`src/rtl/mole_scheduler.sv`:
```
// Round sequencer for whack-a-mole: alternates mole-down gaps with mole-up windows of LFSR-picked holes.
// Optional MOLE_SPEEDUP_EN shortens the up window after each full clear.
module mole_scheduler #(
    parameter int          NUM_HOLES       = 18,
    parameter int          MOLES_PER_ROUND = 3,
    parameter int          DOWN_CYCLES     = 12_500_000,
    parameter int          UP_CYCLES       = 25_000_000,
    parameter int          MIN_UP_CYCLES   = 5_000_000,
    parameter int          STEP_CYCLES     = 2_500_000,
    parameter logic [15:0] LFSR_SEED       = 16'hACE1
) (
    input  logic                 clk,
    input  logic                 rst_n,
    input  logic                 game_in_progress,
    input  logic                 full_clear_hit,
    output logic [NUM_HOLES-1:0] mole_positions,
    output logic                 round_missed,
    output logic [7:0]           rounds_cleared,
    output logic [1:0]           state_dbg
);
    localparam int TMAX = (DOWN_CYCLES > UP_CYCLES) ? DOWN_CYCLES : UP_CYCLES;
    localparam int TW   = $clog2(TMAX + 1);
    localparam int CW   = (MOLES_PER_ROUND > 1) ? $clog2(MOLES_PER_ROUND) : 1;

    localparam logic [TW-1:0] DOWN_LOAD = TW'(DOWN_CYCLES - 1);
    localparam logic [TW-1:0] UP_INIT   = TW'(UP_CYCLES);
    localparam logic [TW-1:0] MIN_UP    = TW'(MIN_UP_CYCLES);
    localparam logic [TW-1:0] STEP      = TW'(STEP_CYCLES);
    localparam logic [CW-1:0] LAST_DRAW = CW'(MOLES_PER_ROUND - 1);
    localparam logic [NUM_HOLES-1:0] ONE_HOT0 = {{(NUM_HOLES-1){1'b0}}, 1'b1};

`ifdef MOLE_SPEEDUP_EN
    localparam bit SPEEDUP = 1'b1;
`else
    localparam bit SPEEDUP = 1'b0;
`endif

    typedef enum logic [1:0] {S_IDLE, S_DOWN, S_GEN, S_UP} state_t;

    state_t                 state;
    logic [TW-1:0]          timer;
    logic [TW-1:0]          up_len;
    logic [CW-1:0]          draw_cnt;
    logic [NUM_HOLES-1:0]   pattern;
    logic [15:0]            lfsr;
    logic                   lfsr_fb;
    logic [NUM_HOLES-1:0]   draw_bit;
    logic [TW-1:0]          up_len_next;

    assign state_dbg = state;
    assign lfsr_fb   = lfsr[15] ^ lfsr[13] ^ lfsr[12] ^ lfsr[10];
    assign draw_bit  = ONE_HOT0 << (32'(lfsr[7:0]) % NUM_HOLES);

    // Shorter window after a clear, never below the floor.
    always_comb begin
        up_len_next = up_len;
        if (SPEEDUP) begin
            if (int'(up_len) >= MIN_UP_CYCLES + STEP_CYCLES)
                up_len_next = up_len - STEP;
            else
                up_len_next = MIN_UP;
        end
    end

    always_ff @(posedge clk or negedge rst_n) begin
        if (!rst_n) begin
            state          <= S_IDLE;
            mole_positions <= '0;
            round_missed   <= 1'b0;
            rounds_cleared <= 8'd0;
            timer          <= '0;
            up_len         <= UP_INIT;
            draw_cnt       <= '0;
            pattern        <= '0;
            lfsr           <= LFSR_SEED;
        end else begin
            lfsr         <= {lfsr[14:0], lfsr_fb};
            round_missed <= 1'b0;
            if (!game_in_progress) begin
                state          <= S_IDLE;
                mole_positions <= '0;
            end else begin
                case (state)
                    S_IDLE: begin
                        state          <= S_DOWN;
                        timer          <= DOWN_LOAD;
                        rounds_cleared <= 8'd0;
                        up_len         <= UP_INIT;
                        mole_positions <= '0;
                    end
                    S_DOWN: begin
                        mole_positions <= '0;
                        if (timer == '0) begin
                            state    <= S_GEN;
                            pattern  <= '0;
                            draw_cnt <= '0;
                        end else begin
                            timer <= timer - 1'b1;
                        end
                    end
                    S_GEN: begin
                        pattern <= pattern | draw_bit;
                        if (draw_cnt == LAST_DRAW) begin
                            state          <= S_UP;
                            timer          <= up_len - 1'b1;
                            mole_positions <= pattern | draw_bit;
                        end else begin
                            draw_cnt <= draw_cnt + 1'b1;
                        end
                    end
                    S_UP: begin
                        // A hit on the final cycle still wins over the timeout.
                        if (full_clear_hit) begin
                            state          <= S_DOWN;
                            timer          <= DOWN_LOAD;
                            mole_positions <= '0;
                            up_len         <= up_len_next;
                            if (rounds_cleared != 8'hFF)
                                rounds_cleared <= rounds_cleared + 8'd1;
                        end else if (timer == '0) begin
                            state          <= S_DOWN;
                            timer          <= DOWN_LOAD;
                            mole_positions <= '0;
                            round_missed   <= 1'b1;
                        end else begin
                            timer <= timer - 1'b1;
                        end
                    end
                    default: state <= S_IDLE;
                endcase
            end
        end
    end
endmodule
```
`config.mk`:
```
export PLATFORM = sky130hd
export DESIGN_NAME = mole_scheduler
export DESIGN_NICKNAME = d
export VERILOG_FILES = /design/src/rtl/mole_scheduler.sv
export SDC_FILE = /design/constraint.sdc
export NUM_CORES = 1
export LEC_CHECK = 0
export ABC_AREA = 1
export ABC_CLOCK_PERIOD_IN_PS = 3100
export CAP_MARGIN = 25
export CORE_MARGIN = 10
export CORE_UTILIZATION = 30
export CTS_BUF_LIST = sky130_fd_sc_hd__clkbuf_8
export DETAILED_ROUTE_END_ITERATION = 8
export GPL_ROUTABILITY_DRIVEN = 0
export PLACE_DENSITY = 0.52
export SETUP_SLACK_MARGIN = 0.2
export SYNTH_ARGS = -nofsm -noshare
export SYNTH_HDL_FRONTEND = slang
export SYNTH_SLANG_ARGS = --single-unit
```
`constraint.sdc`:
```
create_clock -name clk -period 3.1 [get_ports clk]
set_input_delay 0.31 -clock clk [delete_from_list [all_inputs] [get_ports clk]]
set_output_delay 0.31 -clock clk [all_outputs]
set_load 0.01 [all_outputs]
```
======== Yosys cells after proc, flatten, opt, wreduce, memory -nomap -nowiden ========
Index checks and enable logic that the tools add are counted.
storage, ports and cells
  flip-flop bits (word level) ............. 90
  bits of input ports ..................... 4
  output and inout bits ................... 29
cells by class
  add/subtract/negate cells ............... 3
  div/mod/pow operators ................... 1
  eq/ne operators ......................... 14
  shift operators ......................... 1
  mux-type cells .......................... 27
  bitwise operators ....................... 4
  reductions and logical operators ........ 11
operator list
  operator                                                              number
  25-bit 2-to-1 mux                                                     4
  25-bit case mux with 4 select lines                                   1
  18-bit 2-to-1 mux                                                     4
  18-bit case mux with 3 select lines                                   1
  18-bit case mux with 2 select lines                                   1
  8-bit by 5-bit modulo with 32-bit output, second input constant       1
  1-bit by 32-bit << shifter with 18-bit output, first input constant   1
  25-bit logical NOT                                                    1
  25-bit by 1-bit subtractor with 25-bit output, second input constant  1
  18-bit bitwise OR                                                     1
  8-bit 2-to-1 mux                                                      2
  8-bit case mux with 2 select lines                                    1
  2-bit 2-to-1 mux                                                      7
  2-bit != test, second input constant                                  6
  3-bit AND reduction                                                   3
  8-bit by 1-bit adder with 8-bit output, second input constant         1
  8-bit != test, second input constant                                  1
  2-bit case mux with 4 select lines                                    1
  4-bit AND reduction                                                   2
  2-bit equality test, second input constant                            3
  3-bit != test, second input constant                                  2
  1-bit 2-to-1 mux                                                      4
  4-bit != test, second input constant                                  1
  2-bit case mux with 2 select lines                                    1
  7 further kinds                                                       10

======== Depth between registers and ports, before layout ========
Gate-level depths: netlist of the first run.
  word-level depth ........................ 6
  gate-level depth with buffers ........... 28
  gate-level depth less buffers ........... 28

======== Worst setup path before layout of the first run ========
OpenSTA, ideal clock, no wires.
  path type ............................... register to register
  start ................................... register lfsr[5]
  end ..................................... register mole_positions[2]
  setup time .............................. 0.066 ns
  data arrival time ....................... 3.058 ns
  required time ........................... 3.034 ns
  path slack .............................. -0.025 ns
  cell stages (with the launch flop) ...... 26
  path buffers ............................ 0
  clock period less this slack ............ 3.125 ns
  cell sequence ........................... dfstp_2 inv_2 nand3_2 ha_1 inv_1 nand2_1 nand2_2 nand2_2 a21o_1 nand2_1 nand2_1 nor2_2 nand3_2 nand2_1 inv_1 ha_1 nand3b_1 nand4_1 nand2_1 nand2_1 nand4_4 nor2_8 nand4_1 nand2_1 nand3_1 nand2_1
between the ends
  word-level cells in the longest chain between the ends .. 6
ends and longest elaborated chain
  what                                           RTL line  source
  from (decl)                                    45        logic [15:0] lfsr;
  from (signal assigned)                         77        lfsr <= {lfsr[14:0], lfsr_fb};
  8-bit by 5-bit modulo with 32-bit output       52        assign draw_bit = ONE_HOT0 << (32'(lfsr[7:0]) % NUM_HOLES);
  1-bit by 32-bit << shifter with 18-bit output  52
  18-bit bitwise OR                              106       mole_positions <= pattern | draw_bit;
  18-bit 2-to-1 mux                              103       if (draw_cnt == LAST_DRAW) begin
  18-bit case mux with 3 select lines            83        case (state)
  18-bit 2-to-1 mux                              79        if (!game_in_progress) begin
  to (signal assigned)                           106
  to (decl)                                      16        output logic [NUM_HOLES-1:0] mole_positions,
Every way passes these cells. The select of a mux whose other input is x is not followed.
A chain may end at the register's enable or synchronous reset.

======== Worst setup path after layout of the first run ========
  start ................................... register lfsr[5]
  end ..................................... register pattern[8]
between the ends
  word-level cells in the longest chain between the ends .. 4
ends and longest elaborated chain
  what                                           RTL line  source
  8-bit by 5-bit modulo with 32-bit output       52
  1-bit by 32-bit << shifter with 18-bit output  52
  18-bit bitwise OR                              102       pattern <= pattern | draw_bit;
  18-bit case mux with 2 select lines            83
  to (signal assigned)                           102
  to (decl)                                      44        logic [NUM_HOLES-1:0] pattern;
Every way passes these cells.

==> results.py, run 1 <==
metrics = {
    "critical_path": {
        "crit_fanout": 5,
        "arrival_ns": 3.62,
        "path_class": "register to register",
        "rr_worst_depth": 25,
        "cp-end-kind": "register",
        "cp.required_ns": 3.41,
        "timing.rr.end": "pattern[8]",
        "start_kind": "register",
        "r2r_slack_ns": -0.21,
        "reg2reg_from": "lfsr[5]",
    },
    "die": {
        "rows": 48,
        "chipHeight_um": 154,
        "ios": 33,
        "initial_core_util_pct": 30.8,
        "fp.dieW_um": 154,
        "core_area_mm2": 0.0174,
        "die-area_mm2": 0.0236,
    },
    "routing": {
        "vias": 4638,
        "initialDrtViolationCount": 200,
        "wire_per_inst_um": 12.8,
        "drt_first_pass_iters": 4,
        "wirelength_mm": 13.0,
        "antenna_left": 0,
        "drc": 0,
        "routed_via_density": 4.57,
    },
    "finish": {
        "n_fill_cell": 1765,
        "layout-drive-gt1-share_pct": 21.3,
        "diodes": 0,
        "fin_cells": 1014,
        "area_growth_pct": 26.4,
        "nNetsFinal": 798,
    },
    "clock_tree": {
        "cts.clk_slew.worst_paths_ns": 0.09,
        "clk_path_buf_depth": 2,
        "cts_tree": "done",
        "h-tree-depth": 3,
        "cts.sinks": 90,
        "numCtsBuffers": 9,
        "clockRootBuffer": "clkbuf_8",
        "clk_latency_ns": 0.38,
    },
    "timing": {
        "slew_viol_final": 0,
        "rsz0062_at_grt": "true",
        "skew_ns": 0.0120,
        "hold_viol": 0,
        "tns_ns": -4.37,
        "tightestPinTransition_ns": 0.778,
        "max_freq_mhz": 302,
        "final.period_utilization_pct": 107,
        "setup_slack_ns": -0.209,
        "setup_violations": 36,
        "slew-limit-headroom_pct": 47.7,
        "period_minus_slack_ns": 3.31,
    },
    "yosys": {
        "synth_top_cell_area_share_pct": 38.2,
        "syn_nets": 704,
        "ys_types": 45,
        "synth_top_cell_by_area": "dfrtp_1",
        "synth_warnings": 0,
        "netlist_area_mm2": 0.00537,
        "synth.avg_cell_area_um2": 7.78,
        "ys_seq_elements": 90,
        "ys_top_cells_by_area": "dfrtp_1 (38%), nand2_1 (12%), inv_1 (6.6%), nand3_1 (6.2%), dfstp_2 (3.9%)",
        "yosysSeqAreaShare_pct": 42.1,
        "synthCells": 690,
    },
    "pwr": {
        "p_per_area_mw_per_mm2": 494,
        "ir_worst_vdd_mv": 0.306,
        "p_total_uw": 3350,
        "power.leakage_uw": 0.00332,
    },
    "run": {
        "drv_cap": 0,
    },
    "run_status": {
        "violations": "setup timing",
        "status": "complete, but fails checks",
    },
    "min_path": {
        "whs_endpoint": "lfsr[9]",
        "worstHoldPathCells": 0,
        "worstHoldStart": "lfsr[8]",
        "hold_class": "register to register",
    },
    "placed_design": {
        "dp_hpwl_mm": 9.39,
        "io_buffers": 32,
        "post-place-cells": 986,
    },
    "grt": {
        "grt_max_degree": 48,
        "grt_pass1_wl_mm": 22.1,
        "grtUsageTotal_pct": 11.0,
        "first_global_vias": 4413,
        "antenna_found_initial": 0,
        "grt.overflow.total": 0,
    },
}
-- cell usage after synthesis, drive strengths merged --
cell     number
nor3         20
buf           9
nand3b        2
clkbuf        5
a32oi         2
dfrtp        82
o221ai        1
a22oi         1
nor2b         1
clkinv        2
nand2       185
a21o          1
nand4        29
nor4          2
inv         106
xor2         14
a31oi         5
a21oi        30
a2bb2oi       2
o21ai        31
nor2         53
o22ai         3
ha           10
and3          1
xnor2         3
dfstp         8
nor3b         3
or2           4
nand3        75
-- critical path: stages (launching register included) --
cell      delay, ns
dfstp_2        0.56
inv_4          0.05
nand3_4        0.08
ha_4           0.20
inv_2          0.05
nand2_2        0.06
nand2_4        0.08
nand2_4        0.07
a21o_1         0.17
nand2_2        0.07
nand2_2        0.07
nor2_4         0.19
nand3_4        0.10
nand2_2        0.08
inv_4          0.05
ha_4           0.15
nand3b_1       0.15
nand4_1        0.07
nand2_1        0.07
nand2_2        0.08
nand4_4        0.24
nor2_8         0.21
nand4_1        0.15
nand2_1        0.12
nand3_1        0.07
nand2_1        0.09
-- cell type report --
| cell class | instances | area, µm² | share of cell area (%) |
|---|---|---|---|
| well taps | 225 | 282 | 4.15 |
| clock buffers | 9 | 124 | 1.83 |
| flip-flops and latches | 90 | 2260 | 33.4 |
| inverters | 108 | 414 | 6.11 |
| clock inverters | 7 | 93.8 | 1.38 |
| repair buffers | 95 | 818 | 12.1 |
| multi-input cells | 480 | 2790 | 41.1 |
-- metrics by stage --
stage          hold WS, ns  instance area [µm²]  util [%]  setup WS (ns)
3_5_place_dp         0.336                 6410      36.8         -0.146
4_1_cts              0.358                 6700      38.5         -0.140
2_1_floorplan       0.0144                 5450         -         0.0663
5_1_grt              0.363                 6780      38.9         -0.427
3_3_place_gp         0.333                 6410      36.8         -0.136
6_report             0.353                 6780      38.9         -0.209
-- how the worst max path moves through the flow --
stage / cells past startpoint / slack, ns / startpoint / to
4_1_cts: 26 / -0.14 / lfsr[5] / pattern[8]
3_3_place_gp: 26 / -0.14 / lfsr[5] / pattern[1]
2_1_floorplan: 26 / 0.07 / lfsr[5] / mole_positions[2]
3_5_place_dp: 26 / -0.15 / lfsr[5] / pattern[8]
6_report: 25 / -0.21 / lfsr[5] / pattern[8]
5_1_grt: 25 / -0.43 / lfsr[5] / pattern[8]
-- power by group --
group	switching, µW	leakage (µW)	internal (µW)
sequential	138	0.00117	1320
clock	450	0.000111	454
combinational	658	0.00204	336
-- routing by layer --
layer / up-vias / global-route usage [%] / share of wire [%]
met5: - / 0 / 0
met4: 0 / 3.51 / 1.4
met3: 13 / 2.32 / 3.7
met2: 78 / 16.9 / 45
met1: 2117 / 15.1 / 50
li1: 2430 / - / -
-- cell families (layout without fill, tap and decap cells) --
family	after synthesis	in the layout	share of synthesized area, %
flops	90	90	42.1
compound gates	76	76	8.11
buf+inv	122	219	8.74
xor+xnor	17	17	3.12
fa+ha+maj	10	10	2.33
simple gates	375	377	35.5
-- state kept, by name (all words and copies together) (netlist names) --
signal          cells
timer              25
mole_positions     18
pattern            18
lfsr               16
rounds_cleared      8
draw_cnt            2
state_dbg           2
round_missed        1
-- layout by cell type, fill, tap and decap left out, types with 4 or more instances in the layout --
master and n:
nor2_4 7, buf_4 61, xor2_1 13, nand2_4 10
nand4_4 4, or2_2 4, ha_1 7, nand3_2 5
nand3_4 5, nand2_1 155, nor2_1 43, o21ai_0 29
nand3_1 65, a31oi_1 4, nor3_1 20, dfstp_2 8
inv_1 94, inv_2 10, a21oi_1 29, clkdlybuf4s50_1 31
clkbuf_8 9, dfrtp_1 82, nand2_2 20, nand4_1 25
-- what timing repair did --
item / in CTS / in global routing
gates cloned: 1 / 1
resized for setup: 5 / 10
hold endpoints to repair: 35 / 0
buffers inserted: 5 / 4
hold buffers: 1 / 0
pin swaps: 5 / 17
endpoints found under the setup margin: 36 / 44
(Power assumes the default switching activity.)
==> run 2: changes to the inputs <==
- SLEW_MARGIN: not set -> 20
- TNS_END_PERCENT: not set -> 5
==> run 2 against run 1 <==
Utilization is 0.14 points lower. Non-clock buffer count fell by 9. The flow still finishes with violations (setup timing). Sequential share of layout area rose by 0.12 points. Cell count fell by 0.89%. Sequential power about the same. Highest routed layer unchanged. Global-route usage fell by 0.20 points. Register-to-register slack improved by 0.12 ns. Wire length shrank 2.8%. Clock skew rose by 0.0046 ns. Largest cell class unchanged. Die area unchanged. Hold slack better by 0.0038 ns.
==> results.py, run 2 (same netlist as run 1, synthesis figures left out) <==
metrics = {
    "min_path": {
        "worstHoldPathCells": 0,
        "hold_class": "register to register",
    },
    "clock_tree": {
        "clockRootBuffer": "clkbuf_8",
        "cts.clk_slew.worst_paths_ns": 0.08,
        "clk_path_buf_depth": 2,
        "cts_tree": "done",
        "cts.sinks": 90,
        "numCtsBuffers": 9,
        "clk_latency_ns": 0.38,
        "h-tree-depth": 3,
    },
    "routing": {
        "wl_met2_mm": 5.74,
        "routed_via_density": 4.64,
        "drc": 0,
        "top_layer": "met4",
        "wire_per_inst_um": 12.6,
        "drt-met1-wl_mm": 6.21,
        "initialDrtViolationCount": 257,
        "drt_first_pass_iters": 5,
        "wirelength_mm": 12.6,
        "antenna_left": 0,
        "met3_wirelength_um": 401,
        "vias": 4659,
    },
    "grt": {
        "grt_pass1_wl_mm": 21.6,
        "grtUsageTotal_pct": 10.8,
        "first_global_vias": 4462,
        "antenna_found_initial": 0,
        "grt.overflow.total": 0,
        "grt_max_degree": 49,
    },
    "timing": {
        "slew-limit-headroom_pct": 49.5,
        "tightestPinTransition_ns": 0.752,
        "final.period_utilization_pct": 103,
        "timing.hold.ws_ns": 0.356,
        "setup_violations": 35,
        "setup_slack_ns": -0.0900,
        "skew_ns": 0.0166,
        "max_freq_mhz": 313,
        "slew_viol_final": 0,
        "period_minus_slack_ns": 3.19,
        "hold_viol": 0,
        "rsz0062_at_grt": "true",
    },
    "critical_path": {
        "cp-end-kind": "register",
        "crit_fanout": 9,
        "cp.required_ns": 3.41,
        "path_class": "register to register",
        "start_kind": "register",
        "rr_worst_depth": 27,
        "arrival_ns": 3.50,
    },
    "run": {
        "drv_cap": 0,
    },
    "placed_design": {
        "dpl_worst_slack_ns": -0.134,
        "dpl_cell_area_mm2": 0.00635,
        "io_buffers": 32,
        "post-place-cells": 983,
        "dp_hpwl_mm": 9.26,
    },
    "die": {
        "chipHeight_um": 154,
        "ios": 33,
        "initial_core_util_pct": 30.8,
        "fp.dieW_um": 154,
        "rows": 48,
        "die-area_mm2": 0.0236,
        "core_area_mm2": 0.0174,
    },
    "finish": {
        "final_common_cell": "nand2_1",
        "fin_area_mm2": 0.00676,
        "fin_cells": 1005,
        "diodes": 0,
        "largest_register": "timer",
        "reg.largest.list": "timer x25, mole_positions x18, pattern x18",
        "area_growth_pct": 25.9,
        "nNetsFinal": 789,
        "largest_reg_flops": 25,
        "layout-drive-gt1-share_pct": 20.9,
        "mostFrequentLayoutCells": "nand2_1 (156), inv_1 (92), dfrtp_1 (82)",
        "fin_util_pct": 38.8,
    },
    "pwr": {
        "power.leakage_uw": 0.00325,
        "ir_worst_vdd_mv": 0.239,
        "p_per_area_mw_per_mm2": 488,
    },
    "run_status": {
        "violations": "setup timing",
        "status": "complete, but fails checks",
    },
}
[run 2: changes by cell type in the layout (fill, tap and decap cells not counted), sizes merged]
cell      before  now
buf           63   54
nand3         75   76
nor2          55   54
bufinv         2    1
inv          108  109
clkbuf         9   10
clkinvlp       1    2
clkinv         4    2
[run 2: power by group]
group | leakage [µW] | switching, µW | internal, µW
Clock | 0.000100 | 447 | 396
Combinational | 0.00198 | 657 | 345
Sequential | 0.00117 | 140 | 1320
[run 2: cell type report]
cell class / count / area, µm²
Clock buffer: 10 / 138
Clock inverter: 6 / 66.3
Fill cell: 1813 / 10700
Inverter: 108 / 415
Multi-Input combinational cell: 480 / 2860
Sequential cell: 90 / 2260
Tap cell: 225 / 282
Timing Repair Buffer: 86 / 738
[run 2: stage by stage]
step	total power [µW]	TNS, ns
2_1_floorplan	2130	0
6_report	3300	-1.89
4_1_cts	3340	-3.61
3_5_place_dp	2480	-3.28
3_3_place_gp	2480	-2.60
5_1_grt	3560	-10.0
[run 2: path summary, 6_finish.rpt]
check / endpoint / from / slack (ns)
min in group asynchronous: mole_positions[11] / rst_n / 0.48
worst min register to register: lfsr[9] / lfsr[8] / 0.36
max in group asynchronous: lfsr[7] / rst_n / 1.88
worst max-delay path: mole_positions[14] / lfsr[5] / -0.09
worst max register to register: mole_positions[14] / lfsr[5] / -0.09
worst min-delay path: lfsr[9] / lfsr[8] / 0.36
[run 2: repair_timing]
action                                  CTS  global route
setup buffers                             0             3
endpoints found under the setup margin   36            42
pin swaps                                 2            17
hold endpoints to repair                 47             0
resized for setup                         2            31
cloned                                    0             2
hold buffers                              1             0
[run 2: critical path: stages, from the launching register on]
cell and delay [ns]:
dfstp_2 0.56, inv_4 0.04, nand3_4 0.07, ha_4 0.19, inv_2 0.04, nand2_2 0.06
nand2_4 0.09, nand2_4 0.08, inv_4 0.08, nand2_4 0.07, nand2_4 0.07, nand4_4 0.12
nand2_8 0.14, nand2_4 0.07, nand2_4 0.09, nand2_2 0.07, inv_4 0.08, ha_4 0.13
nand3_2 0.07, nand2_2 0.09, inv_2 0.04, nand3_2 0.08, nand4_4 0.21, nor2_8 0.22
nand4_1 0.11, nand2_1 0.10, nand3_1 0.07, nand2_1 0.08
[run 2: routing by layer]
| metal | GRT usage [%] | up-vias |
|---|---|---|
| li1 | - | 2410 |
| met1 | 14.3 | 2159 |
| met2 | 16.7 | 72 |
| met3 | 2.04 | 18 |
| met4 | 5.04 | 0 |
| met5 | 0 | - |
